`config.mk`:
```
export PLATFORM = sky130hd
export DESIGN_NAME = trace_dump_ctrl
export DESIGN_NICKNAME = d
export VERILOG_FILES = /design/src/rtl/trace_dump_ctrl.sv
export SDC_FILE = /design/constraint.sdc
export NUM_CORES = 1
export LEC_CHECK = 0
export ABC_AREA = 1
export BUFFER_PORTS_ARGS = -buffer_cell sky130_fd_sc_hd__buf_2
export CORE_MARGIN = 4
export CORE_UTILIZATION = 54
export DETAILED_ROUTE_END_ITERATION = 7
export PLACE_DENSITY = 0.81
export SETUP_SLACK_MARGIN = 0.1
export SYNTH_ARGS = -nofsm -noshare
export SYNTH_HDL_FRONTEND = slang
export SYNTH_SLANG_ARGS = --single-unit
export TNS_END_PERCENT = 20
```
`constraint.sdc`:
```
create_clock -name clk -period 2.7 [get_ports clk]
set_input_delay 0.54 -clock clk [delete_from_list [all_inputs] [get_ports clk]]
set_output_delay 0.54 -clock clk [all_outputs]
set_load 0.005 [all_outputs]
```
`src/rtl/trace_dump_ctrl.sv`:
```
// trace_dump_ctrl: reads a completed circular capture oldest-first and
// streams it byte by byte to the UART, then re-arms the capture engine.
// Optional build macro DUMP_HDR_EN: prefixes each dump with two header
// bytes (0xA5, then {6'b0, chan_sel}).
module trace_dump_ctrl #(
  parameter int unsigned DEPTH = 512,
  parameter int unsigned AW    = 9,
  parameter int unsigned DW    = 8
) (
  input  logic          clk,
  input  logic          rst_n,
  input  logic          dump_req,
  input  logic [1:0]    dump_chan,
  input  logic          dump_abort,
  input  logic          capture_done,
  input  logic [AW-1:0] trace_end,
  input  logic [DW-1:0] ram_rdata,
  input  logic          tx_done,
  output logic          ram_en,
  output logic [AW-1:0] ram_addr,
  output logic [1:0]    chan_sel,
  output logic [DW-1:0] tx_data,
  output logic          trmt,
  output logic          clr_capture_done,
  output logic          dump_busy,
  output logic          dump_err
);

  typedef enum logic [2:0] {
    IDLE,
    RD,
    LAT,
    SEND,
    WTX,
    FIN
`ifdef DUMP_HDR_EN
    , HDR
`endif
  } state_e;

  state_e        state_q, state_d;
  logic [AW-1:0] ram_addr_q, ram_addr_d;
  logic [1:0]    chan_sel_q, chan_sel_d;
  logic [DW-1:0] tx_data_q, tx_data_d;
  logic [AW-1:0] cnt_q, cnt_d;
  logic          dump_err_q, dump_err_d;
`ifdef DUMP_HDR_EN
  // 0 and 1 select the header byte being sent; 2 means header finished
  logic [1:0]    hdr_idx_q, hdr_idx_d;
`endif

  // State and datapath registers
  always_ff @(posedge clk or negedge rst_n) begin
    if (!rst_n) begin
      state_q    <= IDLE;
      ram_addr_q <= '0;
      chan_sel_q <= '0;
      tx_data_q  <= '0;
      cnt_q      <= '0;
      dump_err_q <= 1'b0;
`ifdef DUMP_HDR_EN
      hdr_idx_q  <= '0;
`endif
    end else begin
      state_q    <= state_d;
      ram_addr_q <= ram_addr_d;
      chan_sel_q <= chan_sel_d;
      tx_data_q  <= tx_data_d;
      cnt_q      <= cnt_d;
      dump_err_q <= dump_err_d;
`ifdef DUMP_HDR_EN
      hdr_idx_q  <= hdr_idx_d;
`endif
    end
  end

  // Next-state logic and per-state strobes
  always_comb begin
    state_d          = state_q;
    ram_addr_d       = ram_addr_q;
    chan_sel_d       = chan_sel_q;
    tx_data_d        = tx_data_q;
    cnt_d            = cnt_q;
    dump_err_d       = 1'b0;
`ifdef DUMP_HDR_EN
    hdr_idx_d        = hdr_idx_q;
`endif
    ram_en           = 1'b0;
    trmt             = 1'b0;
    clr_capture_done = 1'b0;

    case (state_q)
      IDLE: begin
        if (dump_req) begin
          if (capture_done) begin
            chan_sel_d = dump_chan;
            // oldest sample sits just past the last written one
            ram_addr_d = trace_end + AW'(1);
            cnt_d      = '0;
`ifdef DUMP_HDR_EN
            hdr_idx_d  = '0;
            state_d    = HDR;
`else
            state_d    = RD;
`endif
          end else begin
            dump_err_d = 1'b1;
          end
        end
      end
      RD: begin
        ram_en  = 1'b1;
        state_d = LAT;
      end
      LAT: begin
        tx_data_d = ram_rdata;
        state_d   = SEND;
      end
      SEND: begin
        trmt    = 1'b1;
        state_d = WTX;
      end
      WTX: begin
        if (tx_done) begin
`ifdef DUMP_HDR_EN
          if (!hdr_idx_q[1]) begin
            hdr_idx_d = hdr_idx_q + 2'd1;
            state_d   = hdr_idx_q[0] ? RD : HDR;
          end else
`endif
          if (cnt_q == AW'(DEPTH - 1)) begin
            state_d = FIN;
          end else begin
            ram_addr_d = ram_addr_q + AW'(1);
            cnt_d      = cnt_q + AW'(1);
            state_d    = RD;
          end
        end
      end
      FIN: begin
        clr_capture_done = 1'b1;
        state_d          = IDLE;
      end
`ifdef DUMP_HDR_EN
      HDR: begin
        tx_data_d = hdr_idx_q[0] ? DW'({6'b0, chan_sel_q}) : DW'(8'hA5);
        state_d   = SEND;
      end
`endif
      default: state_d = IDLE;
    endcase

    // Abort wins over everything, including a coincident tx_done; the
    // same-cycle strobes are suppressed so a dropped dump emits nothing more.
    if (dump_abort && (state_q != IDLE)) begin
      state_d          = IDLE;
      ram_en           = 1'b0;
      trmt             = 1'b0;
      clr_capture_done = 1'b0;
    end
  end

  assign ram_addr  = ram_addr_q;
  assign chan_sel  = chan_sel_q;
  assign tx_data   = tx_data_q;
  assign dump_err  = dump_err_q;
  assign dump_busy = (state_q != IDLE);

endmodule

```
==> metrics <==
result of the run=completed; post-detailed-placement half-perimeter wirelength=2.77 mm; global router's overall resource usage=0.193; crit share post-route=0.761; Initial Utilization=0.559; synthesis-to-finish area growth=16.6%; clock transition time at the flip-flop clock pins of the worst setup and hold paths=0.10 ns; number of H-tree levels=2; Hold Vio Cnt, Final=0; logic gate share of total power=0.411; number of nets produced by synthesis=244; Reg power frac=0.428; buffer type at the clock tree root=sky130_fd_sc_hd__clkbuf_4; wire length of the first global-routing pass=6.45 mm; net count of the finished layout=295; min Tclk post-route=2.06 ns; largest net degree at the start of global routing=33; final-layout setup total negative slack=0 ns; data required time at the worst endpoint=2.93 ns; CP Depth=11; non-filler cells in the finished layout=314; Post-Syn Instances=216; worst slack at placement=0.683 ns; end of the worst register-to-register path=ram_addr[4]$_DFFE_PN0P_; Die Wd=66.8 um; fraction of final layout cells sized beyond drive strength 1=0.351; net switching power figure=690 uW; most common cell after layout, fill and taps aside=sky130_fd_sc_hd__nand2_1; cell area power density=823 nW/um2; Core Box Area=3340 um2; Internal Power=1100 uW; number of diodes added for antenna fixing=0; r2r setup slk=0.64 ns; number of library cell types mapped by synthesis=30; clock latency reported for the late side of the worst-skew pair=0.34 ns; placed cells=306; sequential element share of the synthesized area=0.429; count of instances resized after the clock tree is built=0; Least-Margin Pin Slew=0.700 ns; port bufs=48; y dimension of the die=66.8 um; number of buffers inserted to repair setup after CTS=0; initial drt markers=102; post-route setup slack=0.645 ns; fin. max-slew vios=0; antenna violations before repair=0; Congestion Overflow GR=0; Std-Cell Rows=21; Remaining DRCs=0; leakage power figure=0.00109 uW; via count of the routed design=1584; share of total power consumed by net switching=0.385; Peak Freq=487 MHz; proportion of power drawn by the clock network=0.161; weighted congestion reported at the end of routability-driven placement=0.806; vias in the first global route=1444; CTS tree=built; data arrival at the endpoint of the critical path=2.29 ns; Synthesis Warnings=0; Critical Path End Type=flip-flop; Hold Path Class=in -> async; setup repair after global routing missed its margin=no; Top delay family on crit path=simple AND/OR/NAND/NOR gates; Worst R2R Start=cnt_q[0]$_DFFE_PN0P_; CTS sink cnt=32; Finish-stage setup viols=0; total of hold buffers inserted after clock tree synthesis=0; cell area after synthesis=1870 um2; type of element launching the critical path=flip-flop; R2R depth=11; commonest cells after routing, fill and taps aside=53 x sky130_fd_sc_hd__nand2_1, 48 x sky130_fd_sc_hd__buf_2, 32 x sky130_fd_sc_hd__dfrtp_1; routed wire length per instance=11.8 um; final antenna-violating net count=0; maximum fanout count along the critical path=27; IR Drop Worst-Case VDD=593 uV; slowest stage cell, crit path=sky130_fd_sc_hd__dfrtp_1; critical path class=reg -> reg; number of buffers created by CTS=5; Max Clock Skew=0.00843 ns; maximum clock path buffer count=2; Crit path largest cell delay=0.40 ns; number of max-capacitance violations reported=0; Worst Path Buf+Inv=1; worst hold slack after final layout=0.235 ns; Top Ports=49; worst-case headroom to the max-slew limit=0.533; DR vias/cell=5.04; Die Area=4460 um2; first-pass iteration count of the detailed router=4; routed wire length=3.72 mm; number of synthesized register bits=32; CP startpoint=cnt_q[0]$_DFFE_PN0P_; Critical Path Sink=ram_addr[4]$_DFFE_PN0P_; per-instance average area after synthesis=8.64 um2; cell-by-cell trace of the critical path=ha_1, nand3_1, nor2_1, nand3_1, nor2_1, ha_1, o21ai_2, nand2_4, clkinv_4, o21ai_0, o21ai_1
==> state kept, by name, summed over array words and instances (netlist names) <==
signal / count
cnt_q: 9
chan_sel: 2
dump_err: 1
tx_data: 8
ram_addr: 9
state_q: 3
==> routing by layer <==
layer  vias to the layer above  routed length [um]  track usage
met5                         -                   0            0
met4                         0                  65       0.0914
met3                         7                 231       0.0438
met2                        38                1840        0.314
met1                       735                1580        0.240
li1                        804                   -            -
==> worst min path at each step <==
stage | start | to | slack (ns) | cells past startpoint
finish | rst_n | cnt_q[4]$_DFFE_PN0P_ | 0.24 | 1
global route | rst_n | cnt_q[7]$_DFFE_PN0P_ | 0.29 | 1
CTS | rst_n | chan_sel[1]$_DFFE_PN0P_ | 0.26 | 1
detailed placement | chan_sel[0]$_DFFE_PN0P_ | chan_sel[0]$_DFFE_PN0P_ | 0.49 | 1
global placement | chan_sel[0]$_DFFE_PN0P_ | chan_sel[0]$_DFFE_PN0P_ | 0.48 | 1
floorplan | rst_n | chan_sel[0]$_DFFE_PN0P_ | 0.24 | 0
==> stage by stage <==
| step | utilization | total power, uW | cell area, um2 |
|---|---|---|---|
| floorplan | - | 1260 | 1870 |
| global placement | 0.634 | 1500 | 2120 |
| detailed placement | 0.634 | 1520 | 2120 |
| CTS | 0.652 | 1810 | 2170 |
| global route | 0.652 | 1940 | 2170 |
| finish | 0.652 | 1790 | 2170 |
==> cell type report <==
cell class / count / area [um2]
repair buffers: 49 / 248
clock buffers: 8 / 58.8
multi-input cells: 160 / 933
fillers: 302 / 1160
flip-flops and latches: 32 / 801
well taps: 46 / 57.6
inverters: 19 / 76.3
==> power by group through the flow <==
| stage | Combinational (uW) | Clock (uW) | Sequential (uW) |
|---|---|---|---|
| 6_report | 735 | 289 | 766 |
| 5_1_grt | 839 | 316 | 789 |
| 3_3_place_gp | 732 | 0 | 768 |
| 3_5_place_dp | 743 | 0 | 774 |
| 2_1_floorplan | 492 | 0 | 769 |
| 4_1_cts | 746 | 299 | 766 |
==> synthesized netlist by cell type, drive strengths merged <==
cell type  number  area (um2)
nor3            3        15.0
o31ai           2        15.0
xor2            1        8.76
o2bb2ai         1        8.76
o22ai           1        6.26
inv            18        67.6
mux2           10         113
nor2           22         113
o21ai          16        83.8
nand3          22         110
a21oi           1        5.00
nand3b          1        7.51
clkinv          1        8.76
nor3b           3        22.5
dfrtp          32         801
a31oi           1        6.26
ha              3        37.5
nand2          72         373
buf             5        55.1
xnor2           1        8.76
==> kinds of logic after synthesis <==
group | after synthesis | share of synthesized area
buffers and inverters | 24 | 0.0704
AOI/OAI and AO/OA | 22 | 0.0671
xor gates and xnor gates | 2 | 0.00939
muxes | 10 | 0.0604
adders and majority gates | 3 | 0.0201
and+or+nand+nor | 123 | 0.343
DFF | 32 | 0.429
Power figures use the tool's default switching activity.
